==> config.mk <==
export PLATFORM = sky130hd
export DESIGN_NAME = hpdcache_req_arb_buf_flat
export DESIGN_NICKNAME = d
export VERILOG_FILES = /design/src/rtl/hpdcache_req_arb_buf_if.sv /design/src/rtl/hpdcache_req_arb_buf.sv /design/src/flat_wrapper.sv
export SDC_FILE = /design/constraint.sdc
export NUM_CORES = 1
export LEC_CHECK = 0
export CAP_MARGIN = 20
export CORE_UTILIZATION = 48
export CTS_CLUSTER_SIZE = 10
export DETAILED_ROUTE_END_ITERATION = 8
export GPL_TIMING_DRIVEN = 0
export PLACE_DENSITY = 0.9
export SYNTH_ARGS = -nofsm -noshare
export SYNTH_HDL_FRONTEND = slang
export SYNTH_SLANG_ARGS = --single-unit
==> constraint.sdc <==
create_clock -name clk_i -period 4.6 [get_ports clk_i]
set_input_delay 0.92 -clock clk_i [delete_from_list [all_inputs] [get_ports clk_i]]
set_output_delay 0.92 -clock clk_i [all_outputs]
set_load 0.02 [all_outputs]
==> src/rtl/hpdcache_req_arb_buf_if.sv <==
// Handshake bundle between N requesters, the arbitration buffer and its consumer.
// The slave modport is the buffer's view; the master modport is the environment's view.
interface hpdcache_req_arb_buf_if #(
    parameter int unsigned N = 4,
    parameter int unsigned W = 32
);
    localparam int unsigned IDW = (N > 1) ? $clog2(N) : 1;

    logic [N-1:0]   req_valid;
    logic [N-1:0]   req_ready;
    logic [N*W-1:0] req_data;
    logic           out_valid;
    logic           out_ready;
    logic [W-1:0]   out_data;
    logic [IDW-1:0] out_id;

    modport slave (
        input  req_valid, req_data, out_ready,
        output req_ready, out_valid, out_data, out_id
    );

    modport master (
        output req_valid, req_data, out_ready,
        input  req_ready, out_valid, out_data, out_id
    );
endinterface

==> src/rtl/hpdcache_req_arb_buf.sv <==
// Fixed-priority arbiter (port 0 highest) feeding a 2-entry output buffer.
// Requester ready depends only on req_valid and registered state, never on out_ready.
module hpdcache_req_arb_buf #(
    parameter int unsigned N = 4,
    parameter int unsigned W = 32
) (
    input logic                   clk_i,
    input logic                   rst_ni,
    hpdcache_req_arb_buf_if.slave bus
);
    localparam int unsigned IDW = (N > 1) ? $clog2(N) : 1;

    logic [N-1:0]   gnt;
    logic [IDW-1:0] gnt_id;
    logic [W-1:0]   gnt_data;

    logic [W-1:0]   mem_data [2];
    logic [IDW-1:0] mem_id   [2];
    logic           wr_ptr;
    logic           rd_ptr;
    logic [1:0]     count;

    logic space;
    logic push;
    logic pop;

    // Lowest-index valid wins; the same loop selects its id and payload.
    always_comb begin
        gnt      = '0;
        gnt_id   = '0;
        gnt_data = '0;
        for (int unsigned i = 0; i < N; i++) begin
            if (bus.req_valid[i] && (gnt == '0)) begin
                gnt[i]   = 1'b1;
                gnt_id   = IDW'(i);
                gnt_data = bus.req_data[i*W +: W];
            end
        end
    end

    assign space         = (count != 2'd2);
    assign bus.req_ready = gnt & {N{space}};
    assign push          = |(bus.req_valid & bus.req_ready);
    assign bus.out_valid = (count != 2'd0);
    assign pop           = bus.out_valid & bus.out_ready;
    assign bus.out_data  = mem_data[rd_ptr];
    assign bus.out_id    = mem_id[rd_ptr];

    always_ff @(posedge clk_i or negedge rst_ni) begin
        if (!rst_ni) begin
            mem_data[0] <= '0;
            mem_data[1] <= '0;
            mem_id[0]   <= '0;
            mem_id[1]   <= '0;
            wr_ptr      <= 1'b0;
            rd_ptr      <= 1'b0;
            count       <= '0;
        end else begin
            if (push) begin
                mem_data[wr_ptr] <= gnt_data;
                mem_id[wr_ptr]   <= gnt_id;
                wr_ptr           <= ~wr_ptr;
            end
            if (pop) begin
                rd_ptr <= ~rd_ptr;
            end
            case ({push, pop})
                2'b10:   count <= count + 2'd1;
                2'b01:   count <= count - 2'd1;
                default: count <= count;
            endcase
        end
    end

`ifndef SYNTHESIS
    a_ready_onehot: assert property (@(posedge clk_i) disable iff (!rst_ni)
        $onehot0(bus.req_ready));
    a_count_range: assert property (@(posedge clk_i) disable iff (!rst_ni)
        count <= 2'd2);
    a_no_push_full: assert property (@(posedge clk_i) disable iff (!rst_ni)
        !(push && (count == 2'd2)));
    a_no_pop_empty: assert property (@(posedge clk_i) disable iff (!rst_ni)
        !(pop && (count == 2'd0)));
`endif
endmodule

==> src/flat_wrapper.sv <==
// flat-port wrapper written by rule: the top's interface ports become plain ports
module hpdcache_req_arb_buf_flat 
#(
    parameter int unsigned N = 4,
    parameter int unsigned W = 32
)
  (clk_i, rst_ni, bus_req_valid, bus_req_data, bus_out_ready, bus_req_ready, bus_out_valid, bus_out_data, bus_out_id);
  hpdcache_req_arb_buf_if #(.N(N), .W(W)) bus_i ();
  input logic clk_i;
  input logic rst_ni;
  input wire logic [$bits(bus_i.req_valid)-1:0] bus_req_valid;
  input wire logic [$bits(bus_i.req_data)-1:0] bus_req_data;
  input wire logic [$bits(bus_i.out_ready)-1:0] bus_out_ready;
  output wire logic [$bits(bus_i.req_ready)-1:0] bus_req_ready;
  output wire logic [$bits(bus_i.out_valid)-1:0] bus_out_valid;
  output wire logic [$bits(bus_i.out_data)-1:0] bus_out_data;
  output wire logic [$bits(bus_i.out_id)-1:0] bus_out_id;
  assign bus_i.req_valid = bus_req_valid;
  assign bus_i.req_data = bus_req_data;
  assign bus_i.out_ready = bus_out_ready;
  assign bus_req_ready = bus_i.req_ready;
  assign bus_out_valid = bus_i.out_valid;
  assign bus_out_data = bus_i.out_data;
  assign bus_out_id = bus_i.out_id;
  hpdcache_req_arb_buf #(.N(N), .W(W)) u_core (.clk_i(clk_i), .rst_ni(rst_ni), .bus(bus_i));
endmodule
After elaboration in Yosys (flattened, before gate mapping)
Cells that the tools add are included.

storage, ports and cells
  flip-flop bits (word level) = 72
  latch bits = 0
  memory bits (writable) = 0
  memory bits (read-only) = 0
  bits of input ports = 135
  logic and storage cells = 56
  memories = 0

operators by class
  add/subtract/negate cells = 2
  multipliers = 0
  divide/modulo/power cells = 0
  order comparisons = 3
  equal/unequal tests = 3
  shift operators = 0
  muxes and demuxes = 24
  bitwise logic cells = 8
  reductions and logical operators = 9

operator list
  kind                                                         number
  2-to-1 mux 32 bit                                            8
  bitwise mux 64 bit                                           1
  demux 32 bit (select 1 bit)                                  1
  2-to-1 mux 2 bit                                             6
  bitwise AND 4 bit                                            2
  2-to-1 mux 1 bit                                             5
  bitwise mux 4 bit                                            1
  greater-or-equal comparator 2 bit (second input constant)    2
  logical AND 1 bit                                            4
  NOT 1 -> 2 bit                                               2
  case mux 2 bit (2 select lines)                              1
  nonzero test 2 bit                                           2
  OR reduction 4 bit                                           1
  logical NOT 3 bit                                            1
  NOT 1 bit                                                    3
  adder 2 x 1 -> 2 bit (second input constant)                 1
  demux 2 bit (select 1 bit)                                   1
  == test 2 x 1 -> 1 bit (second input constant)               1
  == test 2 bit (second input constant)                        1
  logical NOT 2 bit                                            1
  less-than comparator 2 x 1 -> 1 bit (second input constant)  1
  inequality test 2 bit (second input constant)                1
  subtractor 2 x 1 -> 2 bit (second input constant)            1
  bitwise AND 1 bit                                            1

Depth between registers and ports, before layout
Gate-level depths: netlist of run 1.

  depth in word-level cells = 15
  mapped depth = 7
  gate-level depth less buffers = 6

Worst setup path after synthesis of run 1
No wires, ideal clock.

  path type = input -> output
  from = input bus_req_valid[1]
  to = output bus_req_ready[3]
  data arrival time = 2.227 ns
  data required time = 3.680 ns
  path slack = 1.453 ns
  stages = 6
  buffers on the path = 3
  path through = buf_6 -> or2_1 -> buf_6 -> buf_6 -> or3b_1 -> nor2_1

on the way
  word-level cells in the longest chain between the ends = 9

RTL lines
  element                RTL line                    text
  start: declaration     flat_wrapper.sv:11          input wire logic [$bits(bus_i.req_valid)-1:0] bus_req_valid;
  logical AND 1 bit (*)  hpdcache_req_arb_buf.sv:33  if (bus.req_valid[i] && (gnt == '0)) begin
  2-to-1 mux 1 bit (*)   hpdcache_req_arb_buf.sv:33
  logical NOT 2 bit      hpdcache_req_arb_buf.sv:33
  logical AND 1 bit      hpdcache_req_arb_buf.sv:33
  2-to-1 mux 1 bit       hpdcache_req_arb_buf.sv:33
  logical NOT 3 bit (*)  hpdcache_req_arb_buf.sv:33
  logical AND 1 bit (*)  hpdcache_req_arb_buf.sv:33
  2-to-1 mux 1 bit (*)   hpdcache_req_arb_buf.sv:33
  bitwise AND 4 bit (*)  hpdcache_req_arb_buf.sv:42  assign bus.req_ready = gnt & {N{space}};
  end: declaration       flat_wrapper.sv:14          output wire logic [$bits(bus_i.req_ready)-1:0] bus_req_ready;

Mark *: on every way between the ends. The rest lies on a longest branch, timed or not.

Worst setup path after layout of run 1
  from = input bus_req_valid[0]
  to = output bus_req_ready[1]

on the way
  word-level cells in the longest chain between the ends = 5

RTL lines
  element            RTL line
  2-to-1 mux 1 bit   hpdcache_req_arb_buf.sv:33
  NOT 1 bit          hpdcache_req_arb_buf.sv:33
  logical AND 1 bit  hpdcache_req_arb_buf.sv:33
  2-to-1 mux 1 bit   hpdcache_req_arb_buf.sv:33
  bitwise AND 4 bit  hpdcache_req_arb_buf.sv:42

Every way passes these cells.

==> flow_summary.yaml, run 1 <==
floorplan:
  ios: 174
  die-area_mm2: 0.00976
  fp.coreArea_mm2: 0.00889
  start_util_pct: 50.6
  fp.dieH_um: 98.8
  fp.dieW_um: 98.8
  rows: 34
clock_network:
  clk_latency_ns: 0.34
  cts_sinks: 72
  cts_made_buffers: 9
  post_cts.repair.setup_buffers: 0
  h-tree-depth: 3
  cts_root_buf: "clkbuf_8"
  cts_tree: "done"
  cts_buffer_depth: 2
  clkTransAtPathRegs_ns: 0.07
  cts_resized: 0
  holdBufCountCts: 0
routing:
  wire_per_inst_um: 19.8
  initialDrtViolationCount: 180
  drc: 0
  viasPerCell: 5.84
  vias: 4062
  finalWirelength_mm: 13.8
  ant_nets: 0
  dr.pass1.iters: 4
critical_path:
  timing_worst_setup_path_type: "in -> out"
  crit_buf_inv: 4
  critPathArrivalTime_ns: 3.17
  crit_fanout: 10
  slowest_delay_ns: 0.57
  cp_slowest_cell: "clkdlybuf4s50_1"
  cpLargestDelayFamily: "buffers and inverters"
  crit_path_cell_trace: "clkdlybuf4s50_1 > clkbuf_1 > clkbuf_1 > nand2b_1 > nor2_1 > clkdlybuf4s50_1"
  cp-end-kind: "primary output"
  required_ns: 3.68
  startpoint_type: "input pin"
sta:
  setup_tns_ns: 0
  rsz0062_at_grt: "false"
  fmax_mhz: 244
  worstMarginPinSlew_ns: 0.923
  finalMaxSlewViolations: 0
  setup_viol: 0
  layout_min_cycle_time_ns: 4.09
  min_period_over_period_pct: 88.9
  hold_violations: 0
  max_slew_margin_pct: 38.5
  finClkSkew_ns: 0.00850
  timing.hold.ws_ns: 0.495
global_route:
  grt_max_degree: 73
  grt_pass1_vias: 4411
  grt_pass1_wl_mm: 21.7
  grt_overflow_total: 0
  antenna_found_initial: 0
  grt_use_total_pct: 28.7
status:
  status: "finished, final reports clean"
yosys:
  synth_cell_types: 29
  synth_nets: 536
  synth_top_area_share_pct: 40.0
  ys_seq_elements: 72
  synth.avg_cell_area_um2: 11.2
  ys_seq_area_share_pct: 40.0
  syn_inst: 400
  ys_top_cells_by_area: "dfrtp_1 (40%), mux2_2 (24%), mux2i_1 (7.1%), a211o_1 (6.2%), a22o_1 (6.2%)"
  synth_top_cell_by_area: "dfrtp_1"
  syn_area_mm2: 0.00450
  yosys_warnings: 0
worst_hold_path:
  hold_class: "reg -> reg"
power_and_ir_drop:
  p_leak_nw: 2.83
  ir_drop_mv: 0.366
  power_density_mw_per_mm2: 582
place:
  portBuffers: 171
  gp_congestion: 0.827
  dpl.hpwl_mm: 10.3
cells_and_area:
  n_fill_cell: 611
  nNetsFinal: 718
  area_growth_pct: 45.7
  antenna_cells: 0
  drive_gt1_share_pct: 23.7
flow_run:
  drv_cap: 0
==> cell usage after synthesis, drive strengths merged <==
cell type / n
xnor2: 3
a22o: 32
a21oi: 1
or3b: 2
nor3b: 2
xor2: 2
o21ai: 32
mux2: 100
or2: 3
nand2b: 1
buf: 25
a211o: 32
a31oi: 1
nor4: 1
clkbuf: 15
nor2: 6
a21o: 1
mux2i: 32
and2: 1
nand2: 32
dfrtp: 72
nor3: 1
ha: 1
nor2b: 2
==> where the power goes <==
| part | internal, mW | switching, mW | total [mW] |
|---|---|---|---|
| logic | 1.18 | 0.986 | 2.17 |
| registers | 0.952 | 0.160 | 1.11 |
| clock network | 0.304 | 0.235 | 0.539 |
==> worst register-to-register path, delay by kind of cell (launching register included) <==
kind / cells / cell delay, ns
simple gates: 2 / 0.77
flops: 1 / 0.41
buf+inv: 1 / 0.40
mux: 1 / 0.38
==> cell usage in the layout, fill, tap and decap left out, drive strengths merged, types with 3 or more instances in the layout <==
master / Yosys / routed
or2: 3 / 3
buf: 25 / 26
nor2: 6 / 6
xnor2: 3 / 3
o21ai: 32 / 32
mux2: 100 / 100
dfrtp: 72 / 72
a22o: 32 / 32
a211o: 32 / 32
clkdlybuf4s50: 0 / 170
clkinv: 0 / 4
mux2i: 32 / 32
clkbuf: 15 / 25
nand2: 32 / 32
==> sequential cells by signal (all words and copies together), names as in the netlist <==
register	count
u_core.count	2
u_core.rd_ptr	1
u_core.wr_ptr	1
u_core.mem_data	64
u_core.mem_id	4
==> per-layer routing <==
layer	vias to the layer above	GRT usage (%)	wire length (um)
met5	-	0	0
met4	0	11.3	359
met3	29	5.60	759
met2	158	51.0	7040
met1	2033	34.1	5630
li1	1842	-	-
==> path summary, 6_finish.rpt <==
kind,slack (ns),from,cells past startpoint,end
worst max-delay path,0.51,bus_req_valid[0],6,bus_req_ready[1]
worst min-delay path,0.49,u_core.mem_data[31],1,u_core.mem_data[31]
worst max register to register,2.52,u_core.count[1],4,u_core.mem_data[51]
worst min register to register,0.49,u_core.mem_data[31],1,u_core.mem_data[31]
max in group asynchronous,3.28,rst_ni,1,u_core.mem_data[49]
min in group asynchronous,0.69,rst_ni,1,u_core.mem_data[2]
==> final cells by class <==
class	count	area (um^2)	share of cell area, %
sequential	72	1800	27.5
tap	108	135	2.06
clock buffer	10	128	1.95
buffer	40	209	3.19
clock inverter	6	83.8	1.28
timing repair buffer	171	1710	26.1
multi-input combinational	288	2490	38.0
==> stage by stage <==
step | power [mW] | cell area (um^2) | worst slack, ns | std cells | utilization (%)
after floorplan | 2.42 | 4500 | 1.45 | 400 | -
after global placement | 3.19 | 6350 | 0.374 | 679 | 71.4
after detailed placement | 3.28 | 6340 | 0.533 | 679 | 71.3
after CTS | 3.83 | 6560 | 0.525 | 695 | 73.7
after global routing | 4.00 | 6560 | 0.443 | 695 | 73.7
final | 3.82 | 6560 | 0.509 | 695 | 73.7
==> cells by family after synthesis <==
logic type      count (synthesis)  synth area share (%)
compound gates                 99                  16.4
xor+xnor                        5                 0.973
fa+ha+maj                       1                 0.278
buf+inv                        40                  4.64
flops                          72                  40.0
mux                           132                  32.1
simple gates                   51                  5.48
Note: power is estimated with default switching activity, not from simulation.
==> run 2, diff against run 1 <==
CORE_MARGIN = 5   (was default)
GPL_TIMING_DRIVEN = 1   (was 0)
HOLD_SLACK_MARGIN = 0.08   (was default)
==> run 2 against run 1 <==
Highest routed layer unchanged. Largest power group unchanged. Clock-buffer cell count decreased by 1. Critical endpoint is now bus_req_ready[3]. Worst setup slack better by 0.55 ns. Sequential power increased by 5%.
==> flow_summary.yaml, run 2 (synthesis gave the netlist of run 1 again) <==
sta:
  worstMarginPinSlew_ns: 1.01
  finClkSkew_ns: 0.0139
  fmax_mhz: 282
  setup_tns_ns: 0
  finalMaxSlewViolations: 0
  min_period_over_period_pct: 77.0
  hold_violations: 0
  fin_ws_ns: 1.06
  layout_min_cycle_time_ns: 3.54
  max_slew_margin_pct: 32.8
  setup_viol: 0
  rsz0062_at_grt: "false"
global_route:
  grtUsageMet3_pct: 4.21
  grt_overflow_total: 0
  grt_pass1_wl_mm: 20.8
  antenna_found_initial: 0
  grt_pass1_vias: 4090
  grt_util_met2_pct: 39.0
  grt-busiest-layer: "met2"
  groute.layer.met1.usage_pct: 28.9
  grt_max_degree: 73
  grt_use_total_pct: 22.8
cells_and_area:
  most-common-layout-cells: "clkdlybuf4s50_1 (169), mux2_2 (96), dfrtp_1 (71)"
  largest_register: "u_core.mem_data"
  drive_gt1_share_pct: 23.6
  antenna_cells: 0
  layout_commonest_cell: "clkdlybuf4s50_1"
  area_growth_pct: 42.5
  n_fill_cell: 686
  largest_reg_flops: 64
  reg.largest.list: "u_core.mem_data x64, u_core.mem_id x4, u_core.count x2"
  nNetsFinal: 687
place:
  gp_congestion: 0.818
  portBuffers: 173
  dpl.hpwl_mm: 9.15
  place_ws_ns: 1.06
clock_network:
  cts_root_buf: "clkbuf_8"
  h-tree-depth: 3
  holdBufCountCts: 0
  cts_sinks: 72
  cts_made_buffers: 9
  cts_buffer_depth: 2
  clkTransAtPathRegs_ns: 0.07
  clk_latency_ns: 0.33
  cts_resized: 0
  cts_tree: "done"
  post_cts.repair.setup_buffers: 0
floorplan:
  fp.coreArea_mm2: 0.00920
  rows: 35
  die-area_mm2: 0.0114
  start_util_pct: 48.9
  fp.dieW_um: 107
  fp.dieH_um: 107
  ios: 174
critical_path:
  required_ns: 3.68
  crit_path_cell_trace: "clkdlybuf4s50_1 > or3b_1 > nor2_1 > clkdlybuf4s50_1"
  cpMostUsedCell: "clkdlybuf4s50_1"
  cp-end-kind: "primary output"
  crit_fanout: 4
  slowest_delay_ns: 0.61
  timing_worst_setup_path_type: "in -> out"
  cp_slowest_cell: "clkdlybuf4s50_1"
  startpoint_type: "input pin"
  critPathArrivalTime_ns: 2.62
  critPathLaunch: "bus_req_valid[3]"
  r2r-start: "u_core.count[0]"
worst_hold_path:
  hp-start: "u_core.mem_id[0]"
  hold_class: "reg -> reg"
routing:
  finalWirelength_mm: 12.9
  viasPerCell: 5.75
  vias: 3835
  initialDrtViolationCount: 173
  ant_nets: 0
  drc: 0
  wire_per_inst_um: 19.3
  dr.pass1.iters: 4
flow_run:
  drv_cap: 0
power_and_ir_drop:
  ir_drop_mv: 0.739
  p_leak_nw: 2.75
  power_density_mw_per_mm2: 576
status:
  status: "finished, final reports clean"
[run 2: per-stage QoR]
step	hold WS [ns]	instance area [um^2]	util (%)	instances	power (mW)
floorplan	0.444	4500	-	400	2.42
global placement	0.455	6210	67.6	651	3.15
detailed placement	0.469	6210	67.6	651	3.22
CTS	0.486	6410	69.7	667	3.73
global route	0.509	6410	69.7	667	3.92
finish	0.485	6410	69.7	667	3.70
[run 2: cell type report]
cell class | instances | area (um^2) | area share [%]
Tap cell | 111 | 139 | 2.17
Multi-Input combinational cell | 288 | 2500 | 39.0
Clock inverter | 7 | 76.3 | 1.19
Sequential cell | 72 | 1800 | 28.1
Timing Repair Buffer | 180 | 1770 | 27.6
Clock buffer | 9 | 124 | 1.93
[run 2: worst max-delay path: cells and delay by family]
family / cells / cell delay, ns
buffers and inverters: 2 / 1.18
and+or+nand+nor: 2 / 0.52
[run 2: final timing paths]
path / slack (ns) / depth (start not counted) / end
worst min-delay path: 0.48 / 1 / u_core.mem_id[0]
max in group asynchronous: 3.30 / 1 / u_core.rd_ptr
worst min register to register: 0.48 / 1 / u_core.mem_id[0]
worst max-delay path: 1.06 / 4 / bus_req_ready[3]
worst max register to register: 2.25 / 3 / u_core.mem_data[23]
min in group asynchronous: 0.69 / 1 / u_core.mem_data[33]
[run 2: per-layer routing]
metal / routed length, um / vias up
met5: 0 / -
met4: 227 / 0
met3: 690 / 20
met2: 6520 / 133
met1: 5420 / 1896
li1: - / 1786
[run 2: power by group]
part,switching (mW),internal (mW)
Sequential,0.215,0.950
Combinational,0.873,1.16
Clock,0.245,0.255
==> run 3, diff against run 2 <==
CORE_UTILIZATION = 40   (was 48)
PLACE_DENSITY = 0.8   (was 0.9)
clock period = 3.23 ns   (was 4.6 ns; I/O delays follow)
==> run 3 against run 2 <==
Worst hold slack worse by 0.034 ns. Global-route usage fell by 3.8 points. Critical endpoint unchanged. Combinational power rose by 44%.
==> flow_summary.yaml, run 3 (synthesis gave the netlist of run 1 again) <==
floorplan:
  fp.dieW_um: 116
  start_util_pct: 41.1
  fp.coreArea_mm2: 0.0109
  fp.dieH_um: 116
  ios: 174
  die-area_mm2: 0.0135
  rows: 38
critical_path:
  critPathLaunch: "bus_req_valid[3]"
  startpoint_type: "input pin"
  cp-end-kind: "primary output"
  crit_fanout: 4
  timing_worst_setup_path_type: "in -> out"
  r2r-start: "u_core.count[0]"
  r2r_end: "u_core.mem_data[6]"
  required_ns: 2.58
  r2r_cells: 4
  critPathArrivalTime_ns: 2.38
  ff2ff_setup_slack_ns: 1.29
place:
  portBuffers: 173
  gp_congestion: 0.748
  dpl.hpwl_mm: 9.41
clock_network:
  cts_resized: 0
  cts_made_buffers: 9
  cts_sinks: 72
  cts_root_buf: "clkbuf_16"
  post_cts.repair.setup_buffers: 0
  cts_tree: "done"
  cts_buffer_depth: 2
  clkTransAtPathRegs_ns: 0.06
  h-tree-depth: 3
  clk_latency_ns: 0.32
  holdBufCountCts: 0
routing:
  finalWirelength_mm: 13.0
  dr.pass1.iters: 4
  initialDrtViolationCount: 167
  wire_per_inst_um: 18.5
  vias: 3784
  ant_nets: 0
  drc: 0
  viasPerCell: 5.39
global_route:
  grt_overflow_total: 0
  grt_use_total_pct: 19.0
  grt_pass1_vias: 4041
  grt_max_degree: 73
  grt_pass1_wl_mm: 20.3
  antenna_found_initial: 0
power_and_ir_drop:
  power_density_mw_per_mm2: 863
  p_leak_nw: 2.85
  power_mw: 5.74
  power.switching_mw: 1.91
  p_comb_share_pct: 50.9
  power_frac_seq_pct: 29.1
  ir_drop_mv: 0.792
  intPower_mw: 3.83
  power_frac_clock_pct: 20.0
  swShare_pct: 33.3
sta:
  finClkSkew_ns: 0.00621
  layout_min_cycle_time_ns: 3.02
  setup_viol: 0
  setup_tns_ns: 0
  max_slew_margin_pct: 39.6
  hold_violations: 0
  fmax_mhz: 331
  rsz0062_at_grt: "false"
  min_period_over_period_pct: 93.6
  finalMaxSlewViolations: 0
  worstMarginPinSlew_ns: 0.907
cells_and_area:
  reg.largest.list: "u_core.mem_data x64, u_core.mem_id x4, u_core.count x2"
  largest_reg_flops: 64
  antenna_cells: 0
  multi_input_area_mm2: 0.00250
  most-common-layout-cells: "clkdlybuf4s50_1 (169), mux2_2 (96), dfrtp_1 (71)"
  nNetsFinal: 693
  register_area_mm2: 0.00180
  n_fill_cell: 906
  area_growth_pct: 47.8
  layout_commonest_cell: "clkdlybuf4s50_1"
  largest_register: "u_core.mem_data"
  drive_gt1_share_pct: 24.4
flow_run:
  drv_cap: 0
worst_hold_path:
  hold_class: "in -> async"
status:
  status: "finished, final reports clean"
-- run 3: cell types whose count changed in the layout (fill, tap and decap cells not counted) --
cell,delta
clkbuf_8,-7
clkinvlp_4,-1
inv_6,-3
bufinv_16,+2
clkbuf_16,+9
buf_4,+6
-- run 3: cell type report --
type / count / share of cell area, %
clock buffer: 11 / 3.80
clock inverter: 5 / 1.54
multi-input combinational: 288 / 37.7
sequential: 72 / 27.1
tap: 140 / 2.63
timing repair buffer: 186 / 27.2
-- run 3: how the worst max path moves through the flow --
stage,to,slack [ns],cells after the start
2_1_floorplan,bus_req_ready[3],0.63,6
3_3_place_gp,bus_req_ready[3],0.25,4
3_5_place_dp,bus_req_ready[3],0.22,4
4_1_cts,bus_req_ready[3],0.20,4
5_1_grt,bus_req_ready[3],0.14,4
6_report,bus_req_ready[3],0.21,4
-- run 3: per-stage QoR --
| step | utilization [%] | cells | area, um^2 | setup WS, ns | hold slack, ns |
|---|---|---|---|---|---|
| final | 60.8 | 702 | 6650 | 0.206 | 0.450 |
| after global routing | 60.8 | 702 | 6650 | 0.141 | 0.514 |
| after CTS | 60.8 | 702 | 6650 | 0.200 | 0.481 |
| after detailed placement | 57.6 | 686 | 6290 | 0.216 | 0.474 |
| after global placement | 57.6 | 686 | 6290 | 0.247 | 0.456 |
| after floorplan | - | 400 | 4500 | 0.631 | 0.350 |
-- run 3: routing by layer --
metal  vias up  track usage (%)  routed length [um]
li1       1797                -                   -
met1      1866             24.2                5530
met2       109             33.4                6670
met3        12             3.34                 709
met4         0             4.72                 101
met5         -                0                   0
-- run 3: critical path, cell delays in order --
cell             delay (ns)
clkdlybuf4s50_1        0.55
or3b_1                 0.41
nor2_1                 0.14
clkdlybuf4s50_1        0.62
-- run 3: power by group through the flow --
stage	Combinational [mW]	Clock, mW	Sequential [mW]
after detailed placement	2.95	0	1.69
after CTS	2.97	1.17	1.67
after global placement	2.90	0	1.64
final	2.92	1.15	1.67
after global routing	3.11	1.20	1.73
after floorplan	1.93	0	1.51
